--- config.mk ---
export PLATFORM = sky130hd
export DESIGN_NAME = arbiter_round_robin_hold
export DESIGN_NICKNAME = d
export VERILOG_FILES = /design/src/rtl/arbiter_round_robin_hold.sv
export SDC_FILE = /design/constraint.sdc
export NUM_CORES = 1
export LEC_CHECK = 0
export ABC_AREA = 1
export BUFFER_PORTS_ARGS = -buffer_cell sky130_fd_sc_hd__buf_2
export CELL_PAD_IN_SITES_DETAIL_PLACEMENT = 0
export CELL_PAD_IN_SITES_GLOBAL_PLACEMENT = 1
export CORE_MARGIN = 2
export CORE_UTILIZATION = 43
export DETAILED_ROUTE_END_ITERATION = 10
export PLACE_DENSITY_LB_ADDON = 0.1
export SYNTH_ARGS = -nofsm -noshare
export SYNTH_HDL_FRONTEND = slang
export SYNTH_SLANG_ARGS = --single-unit
--- constraint.sdc ---
create_clock -name clk -period 5.51 [get_ports clk]
set_input_delay 0.2755 -clock clk [delete_from_list [all_inputs] [get_ports clk]]
set_output_delay 0.2755 -clock clk [all_outputs]
set_load 0.05 [all_outputs]
--- src/rtl/arbiter_round_robin_hold.sv ---
// arbiter_round_robin_hold
// N-requester round-robin arbiter with grant hold. The owner keeps its grant
// while it holds req; on release the grant hands off directly to the next
// pending requester after the owner, or the arbiter returns to idle.
// Optional timeout preemption is built when ARB_RR_MAX_HOLD_EN is defined;
// without it, preempt is tied low and a grant is held indefinitely.
module arbiter_round_robin_hold #(
   parameter int WIDTH    = 32,
   parameter int GID_W    = $clog2(WIDTH),
   parameter int MAX_HOLD = 64
) (
   input  logic             clk,
   input  logic             rst_n,
   input  logic [WIDTH-1:0] req,
   output logic [WIDTH-1:0] grt,
   output logic [GID_W-1:0] gid,
   output logic             busy,
   output logic             preempt
);

   typedef enum logic {IDLE, OWN} state_e;

   localparam logic [GID_W-1:0] LAST_RST = GID_W'(WIDTH - 1);

   state_e           state_q, state_d;
   logic [WIDTH-1:0] grt_q, grt_d;
   logic [GID_W-1:0] gid_q, gid_d;
   logic             busy_q, busy_d;
   logic [GID_W-1:0] last_q, last_d;

   // Search result: {found, index}
   logic [GID_W:0]   idle_pick;
   logic [GID_W:0]   hand_pick;
   logic             take;
   logic [GID_W-1:0] take_idx;
   logic             owner_holds;

`ifdef ARB_RR_MAX_HOLD_EN
   localparam logic [15:0] HOLD_LIM = 16'(MAX_HOLD - 1);
   logic [15:0] hold_cnt_q, hold_cnt_d;
   logic        preempt_q, preempt_d;
`else
   logic        unused_max_hold;
   assign unused_max_hold = ^MAX_HOLD;
`endif

   // First set bit of r searching base+1, base+2, ... modulo WIDTH.
   // Iterating downward lets the closest hit overwrite farther ones.
   function automatic logic [GID_W:0] rr_pick(input logic [WIDTH-1:0] r,
                                              input logic [GID_W-1:0] base);
      logic             found;
      logic [GID_W-1:0] idx;
      logic [WIDTH-1:0] sh;
      int               pos;
      found = 1'b0;
      idx   = '0;
      for (int k = WIDTH; k >= 1; k--) begin
         pos = (int'(base) + k) % WIDTH;
         sh  = r >> pos;
         if (sh[0]) begin
            found = 1'b1;
            idx   = GID_W'(pos);
         end
      end
      return {found, idx};
   endfunction

   // In OWN, last_q equals gid_q; masking the owner out makes the same search
   // serve both a release (owner bit already low) and a timeout handoff.
   assign idle_pick   = rr_pick(req, last_q);
   assign hand_pick   = rr_pick(req & ~grt_q, gid_q);
   assign owner_holds = |(req & grt_q);

   // Next-state and next-grant selection
   always_comb begin
      state_d  = state_q;
      grt_d    = grt_q;
      gid_d    = gid_q;
      busy_d   = busy_q;
      last_d   = last_q;
      take     = 1'b0;
      take_idx = '0;
`ifdef ARB_RR_MAX_HOLD_EN
      hold_cnt_d = hold_cnt_q;
      preempt_d  = 1'b0;
`endif
      case (state_q)
         IDLE: begin
            if (idle_pick[GID_W]) begin
               take     = 1'b1;
               take_idx = idle_pick[GID_W-1:0];
            end
         end
         OWN: begin
            if (!owner_holds) begin
               if (hand_pick[GID_W]) begin
                  take     = 1'b1;
                  take_idx = hand_pick[GID_W-1:0];
               end else begin
                  state_d = IDLE;
                  grt_d   = '0;
                  gid_d   = '0;
                  busy_d  = 1'b0;
               end
            end
`ifdef ARB_RR_MAX_HOLD_EN
            else if (hold_cnt_q == HOLD_LIM && hand_pick[GID_W]) begin
               take      = 1'b1;
               take_idx  = hand_pick[GID_W-1:0];
               preempt_d = 1'b1;
            end else if (hold_cnt_q != HOLD_LIM) begin
               hold_cnt_d = hold_cnt_q + 16'd1;
            end
`endif
         end
         default: state_d = IDLE;
      endcase
      if (take) begin
         state_d = OWN;
         grt_d   = {{(WIDTH-1){1'b0}}, 1'b1} << take_idx;
         gid_d   = take_idx;
         busy_d  = 1'b1;
         last_d  = take_idx;
`ifdef ARB_RR_MAX_HOLD_EN
         hold_cnt_d = '0;
`endif
      end
   end

   // State and registered outputs; reset drops any grant immediately
   always_ff @(posedge clk or negedge rst_n) begin
      if (!rst_n) begin
         state_q <= IDLE;
         grt_q   <= '0;
         gid_q   <= '0;
         busy_q  <= 1'b0;
         last_q  <= LAST_RST;
`ifdef ARB_RR_MAX_HOLD_EN
         hold_cnt_q <= '0;
         preempt_q  <= 1'b0;
`endif
      end else begin
         state_q <= state_d;
         grt_q   <= grt_d;
         gid_q   <= gid_d;
         busy_q  <= busy_d;
         last_q  <= last_d;
`ifdef ARB_RR_MAX_HOLD_EN
         hold_cnt_q <= hold_cnt_d;
         preempt_q  <= preempt_d;
`endif
      end
   end

   assign grt  = grt_q;
   assign gid  = gid_q;
   assign busy = busy_q;
`ifdef ARB_RR_MAX_HOLD_EN
   assign preempt = preempt_q;
`else
   assign preempt = 1'b0;
`endif

endmodule

==> qor.yml, run 1 <==
run_status:
  status: "completed"
critical_path:
  max_stage_delay_ps: 590
  cp-end-kind: "flop"
  worstSetupStartpointType: "flop"
  path_cells: "inv_2, buf_4, ha_1, nand2_1, o21ai_2, inv_2, o21ai_1, or2_2, nand2_1, nor4_1, nand4_1, nor3_1, buf_4, inv_1, nor2_1, nor2_1, inv_1, a21oi_1, a21oi_4, nand3_2, nor2_2, nand4_1, nand2_1"
  cpLargestDelayFamily: "simple AND/OR/NAND/NOR gates"
  path_buf_inv: 6
  crit_path_max_fanout: 10
  critPathSlowestCell: "nor4_1"
  critical_path.most_common_cell: "nand2_1"
  cp.depth: 23
  r2r_cells: 23
  crit_arrival_ps: 5410
  worstPathRequired_ps: 5750
  crit_type: "reg -> reg"
layout:
  syn2layout_area_growth_pct: 7.71
  antenna_cells: 0
  drive_gt1_share_pct: 13.1
  fin_nets: 2174
  utilization_pct: 46.8
  instances_no_fill: 2447
drt:
  num_vias: 14400
  viasPerCell: 5.89
  routedWlPerCell_um: 21.0
  dr.pass1.iters: 6
  postRouteAntennaNets: 0
  dr.first_iter.drc_count: 1817
  drc: 0
  routed_wl_um: 51400
global_routing:
  grt_max_degree: 49
  antenna_found_initial: 0
  track_usage_pct: 38.0
  grt_pass1_vias: 12800
  grt_pass1_wl_um: 76300
  overflow: 0
clock_network:
  clk_path_buf_depth: 2
  cts_tree: "done"
  clk_latency_ps: 300
  post_cts_resized: 0
  h-tree-depth: 2
  postCtsHoldBufs: 0
  post_cts_buffers: 0
  cts_buffers: 5
  clk_pin_slew_ps: 70
  cts.sinks: 44
  cts_root_buf: "clkbuf_16"
floorplanning:
  chipWidth_um: 163
  die_h_um: 163
  io_pins: 73
  start_util_pct: 43.4
  die-area_mm2: 0.0266
  rows: 58
  coreArea_mm2: 0.0250
synthesis:
  synthArstFlopShare_pct: 100
  synth.cell_area_mm2: 0.0109
  yosysWarningCount: 0
  yosys-top-cells-area: "nand2_1 27%, nand3_1 16%, a21oi_1 9.4%"
  yosysTopAreaCellShare_pct: 26.7
  synth_common_cells: "773 x nand2_1, 358 x nand3_1, 205 x a21oi_1"
  synth_largest_area_cell: "nand2_1"
  synth.most_common_cell: "nand2_1"
  ys_seq_area_share_pct: 10.2
  netlist_instances: 2067
  ys_ff_latch: 44
  synth_nets: 2125
  synth_cell_types: 51
  synth_edf_count: 0
  avgSynthCellArea_um2: 5.26
  synth_flop_cell: "dfrtp_1"
placed_design:
  port_buffers: 71
  dp_hpwl_um: 41600
  globalplace.congestion: 1.04
  dp.cells: 2439
timing:
  setup_tns_ps: 0
  max_slew_margin_pct: 28.3
  tightest_slew_ps: 1070
  rsz0062_at_grt: "no"
  setup_viol: 0
  fin_crit_ps: 5180
  hold_violations: 0
  clock_skew_ps: 11.7
  fmax_mhz: 193
  drv_slew: 0
  whs_ps: 176
  period_share_pct: 94.0
hold_path:
  hp-class: "in -> async"
run:
  cap_violations: 0
## cells in the final DEF, fill, tap and decap left out, types with 7 or more instances in the layout
cell and count:
nor2_2 11, nand4_1 27, dfrtp_1 38, o21ai_0 43
ha_1 24, buf_4 50, nand3_1 358, o21ai_1 41
o21a_1 11, inv_1 174, inv_2 39, nand3_2 22
nand2_4 7, nor4_1 7, a31oi_1 22, nor2_1 63
xor2_1 18, or2_2 9, nand2_1 773, buf_2 71
a21oi_1 205, nand2_2 23
## final cells by class
class | count | area [µm²]
Fill cell | 2862 | 13300
Multi-Input combinational cell | 1725 | 8460
Sequential cell | 44 | 1110
Inverter | 218 | 826
Timing Repair Buffer | 122 | 742
Tap cell | 330 | 413
Clock buffer | 5 | 125
Clock inverter | 3 | 46.3
## through the flow
step	cell area, µm²	setup slack [ps]
after CTS	11700	463
after floorplan	10900	535
after detailed placement	11500	482
after global placement	11500	399
final	11700	331
after global routing	11700	5.78
## kinds of logic after synthesis
group | Yosys count | synth area share [%]
AND/OR/NAND/NOR | 1324 | 54.2
AO/OA/AOI/OAI | 345 | 17.3
buffers and inverters | 298 | 12.2
flip-flops | 44 | 10.2
XOR/XNOR | 29 | 3.09
adder cells (fa/ha/maj) | 24 | 2.76
multiplexers | 2 | 0.184
other | 1 | 0.0345
## worst register-to-register path: stages (launching register included)
cell	delay, ps
dfrtp_1	470
inv_2	140
buf_4	240
ha_1	180
nand2_1	70
o21ai_2	390
inv_2	230
o21ai_1	330
or2_2	180
nand2_1	160
nor4_1	590
nand4_1	200
nor3_1	260
buf_4	190
inv_1	80
nor2_1	120
nor2_1	90
inv_1	210
a21oi_1	160
a21oi_4	290
nand3_2	130
nor2_2	230
nand4_1	130
nand2_1	70
## routing by layer
layer	part of all wire, %	GRT usage (%)	vias up
li1	-	-	6904
met1	42	52.7	6543
met2	43	59.6	821
met3	10	5.03	156
met4	5.0	15.1	0
met5	0	0	-
## sequential cells by signal, indices dropped and copies added (netlist names)
| register | flops |
|---|---|
| grt | 32 |
| gid | 5 |
| state_q | 1 |
| last_q | 5 |
| busy | 1 |
## final timing paths
check	from	end	slack [ps]
max reg2reg	gid[1]$_DFFE_PN0P_	grt[0]$_DFFE_PN0P_	330
min	rst_n	grt[10]$_DFFE_PN0P_	180
max	gid[1]$_DFFE_PN0P_	grt[0]$_DFFE_PN0P_	330
min reg2reg	busy$_DFFE_PN0P_	busy$_DFFE_PN0P_	480
min in group clk	busy$_DFFE_PN0P_	busy$_DFFE_PN0P_	480
max in group asynchronous	rst_n	gid[0]$_DFFE_PN0P_	4590
Power of run 1 is left out: the tool's default activity adds up to more than one toggle a clock period on the data nets, which glitch-free logic cannot reach.
==> inputs of run 2 (changes only) <==
--- a/config.mk
+++ b/config.mk
@@ -11,7 +11,9 @@
 export CELL_PAD_IN_SITES_GLOBAL_PLACEMENT = 1
 export CORE_MARGIN = 2
 export CORE_UTILIZATION = 43
+export CTS_BUF_LIST = sky130_fd_sc_hd__clkbuf_8
 export DETAILED_ROUTE_END_ITERATION = 10
+export GPL_ROUTABILITY_DRIVEN = 1
 export PLACE_DENSITY_LB_ADDON = 0.1
 export SYNTH_ARGS = -nofsm -noshare
 export SYNTH_HDL_FRONTEND = slang
==> qor.yml, run 2 (synthesized netlist as in run 1, its figures left out) <==
clock_network:
  cts_tree: "done"
  clk_path_buf_depth: 2  # unchanged
  cts.sinks: 44  # unchanged
  clk_latency_ps: 330  # +30 ps
  postCtsHoldBufs: 0  # unchanged
  post_cts_resized: 0  # unchanged
  clk_pin_slew_ps: 100  # +30 ps
  cts_root_buf: "clkbuf_8"
  cts_buffers: 5  # unchanged
  h-tree-depth: 2  # unchanged
  post_cts_buffers: 0  # unchanged
drt:
  postRouteAntennaNets: 0  # unchanged
  dr.pass1.iters: 6  # unchanged
  num_vias: 14400  # -0.30%
  drc: 0  # unchanged
  dr.first_iter.drc_count: 1725  # -5.1%
  routedWlPerCell_um: 21.0  # about the same
  routed_wl_um: 51400  # about the same
  viasPerCell: 5.88  # -0.30%
global_routing:
  overflow: 0  # unchanged
  grt_pass1_vias: 12800  # +0.063%
  antenna_found_initial: 0  # unchanged
  grt_max_degree: 49  # unchanged
  grt_pass1_wl_um: 76400  # about the same
  track_usage_pct: 38.1  # +0.052 points
run:
  cap_violations: 0  # unchanged
layout:
  final_cell_mix: "773 x nand2_1, 358 x nand3_1, 205 x a21oi_1, 174 x inv_1, 71 x buf_2"
  nFillCells: 2867  # +0.17%
  final_common_cell: "nand2_1"
  antenna_cells: 0  # unchanged
  largest_register_ffs: 32  # unchanged
  fin_nets: 2174  # unchanged
  syn2layout_area_growth_pct: 7.17
  drive_gt1_share_pct: 13.2  # +0.047 points
timing:
  fmax_mhz: 190  # -1.8%
  tightest_slew_ps: 1050  # -21.8 ps
  hold_violations: 0  # unchanged
  rsz0062_at_grt: "no"
  setup_viol: 0  # unchanged
  period_share_pct: 95.7  # +1.7 points
  max_slew_margin_pct: 29.8  # +1.5 points
  clock_skew_ps: 18.7  # +7.03 ps
  drv_slew: 0  # unchanged
  setup_tns_ps: 0  # unchanged
  fin_crit_ps: 5270  # +94.9 ps
floorplanning:
  chipWidth_um: 163  # unchanged
  start_util_pct: 43.4  # unchanged
  io_pins: 73  # unchanged
  rows: 58  # unchanged
  coreArea_mm2: 0.0250  # unchanged
  die_h_um: 163  # unchanged
  die-area_mm2: 0.0266  # unchanged
placed_design:
  dp_hpwl_um: 41600  # unchanged
  port_buffers: 71  # unchanged
  globalplace.congestion: 1.04  # unchanged
critical_path:
  worstPathRequired_ps: 5770  # +20 ps
  crit_arrival_ps: 5540  # +130 ps
  worstSetupStartpointType: "flop"
  crit_path_max_fanout: 9  # -1
  cp-end-kind: "flop"
  crit_type: "reg -> reg"
  r2r_cells: 25  # +8.7%
run_status:
  status: "completed"
hold_path:
  hp-class: "in -> async"
[run 2: changes by cell type in the layout (fill, tap and decap cells not counted)]
cell | previous run | this run
clkbuf_16 | 5 | 0
clkbuf_8 | 0 | 5
buf_4 | 50 | 51
buf_6 | 1 | 0
dfrtp_1 | 38 | 37
dfrtp_2 | 1 | 2
[run 2: area by class of cell]
| type | count | area (µm²) | area share [%] |
|---|---|---|---|
| clock buffers | 5 | 68.8 | 0.590 |
| clock inverters | 3 | 46.3 | 0.397 |
| inverters | 218 | 826 | 7.08 |
| multi-input cells | 1725 | 8460 | 72.5 |
| flip-flops and latches | 44 | 1110 | 9.52 |
| well taps | 330 | 413 | 3.54 |
| repair buffers | 122 | 738 | 6.33 |
[run 2: per-stage QoR]
stage,hold slack (ps),instance area (µm²),instances,setup WS [ps],utilization [%]
2_1_floorplan,-20.1,10900,2067,535,-
4_1_cts,157,11600,2447,468,46.5
3_3_place_gp,466,11500,2439,399,46.0
6_report,134,11700,2447,236,46.6
5_1_grt,216,11700,2447,4.94,46.6
3_5_place_dp,467,11500,2439,482,46.0
[run 2: critical path, stage by stage, from the launching register on]
cell     delay [ps]
dfrtp_1         400
buf_4           190
ha_1            210
nand2_1          90
inv_1            70
nor2_4          210
nand2_1         100
o21ai_2         210
inv_2           230
o21ai_1         320
or2_2           180
nand2_1         170
nor4_1          650
nand4_1         220
nor3_1          270
buf_4           190
inv_1            80
nor2_1          130
nor2_1           90
inv_1           200
a21oi_1         160
a21oi_4         290
nand3_2         130
nor2_2          230
nand4_1         130
nand2_1          70
[run 2: worst paths after layout]
check,startpoint,endpoint,slack (ps)
worst max-delay path,gid[2]$_DFFE_PN0P_,grt[0]$_DFFE_PN0P_,240
worst max register to register,gid[2]$_DFFE_PN0P_,grt[0]$_DFFE_PN0P_,240
worst min-delay path,rst_n,grt[10]$_DFFE_PN0P_,130
max in group asynchronous,rst_n,gid[1]$_DFFE_PN0P_,4640
min in group clk,busy$_DFFE_PN0P_,busy$_DFFE_PN0P_,490
worst min register to register,busy$_DFFE_PN0P_,busy$_DFFE_PN0P_,490
[run 2: routing by layer]
layer / share of wire [%] / global-route usage, %
met3: 9.0 / 4.98
met4: 4.8 / 15.1
met2: 43 / 59.8
met5: 0 / 0
met1: 43 / 52.8
Power of run 2 is left out for the same reason.
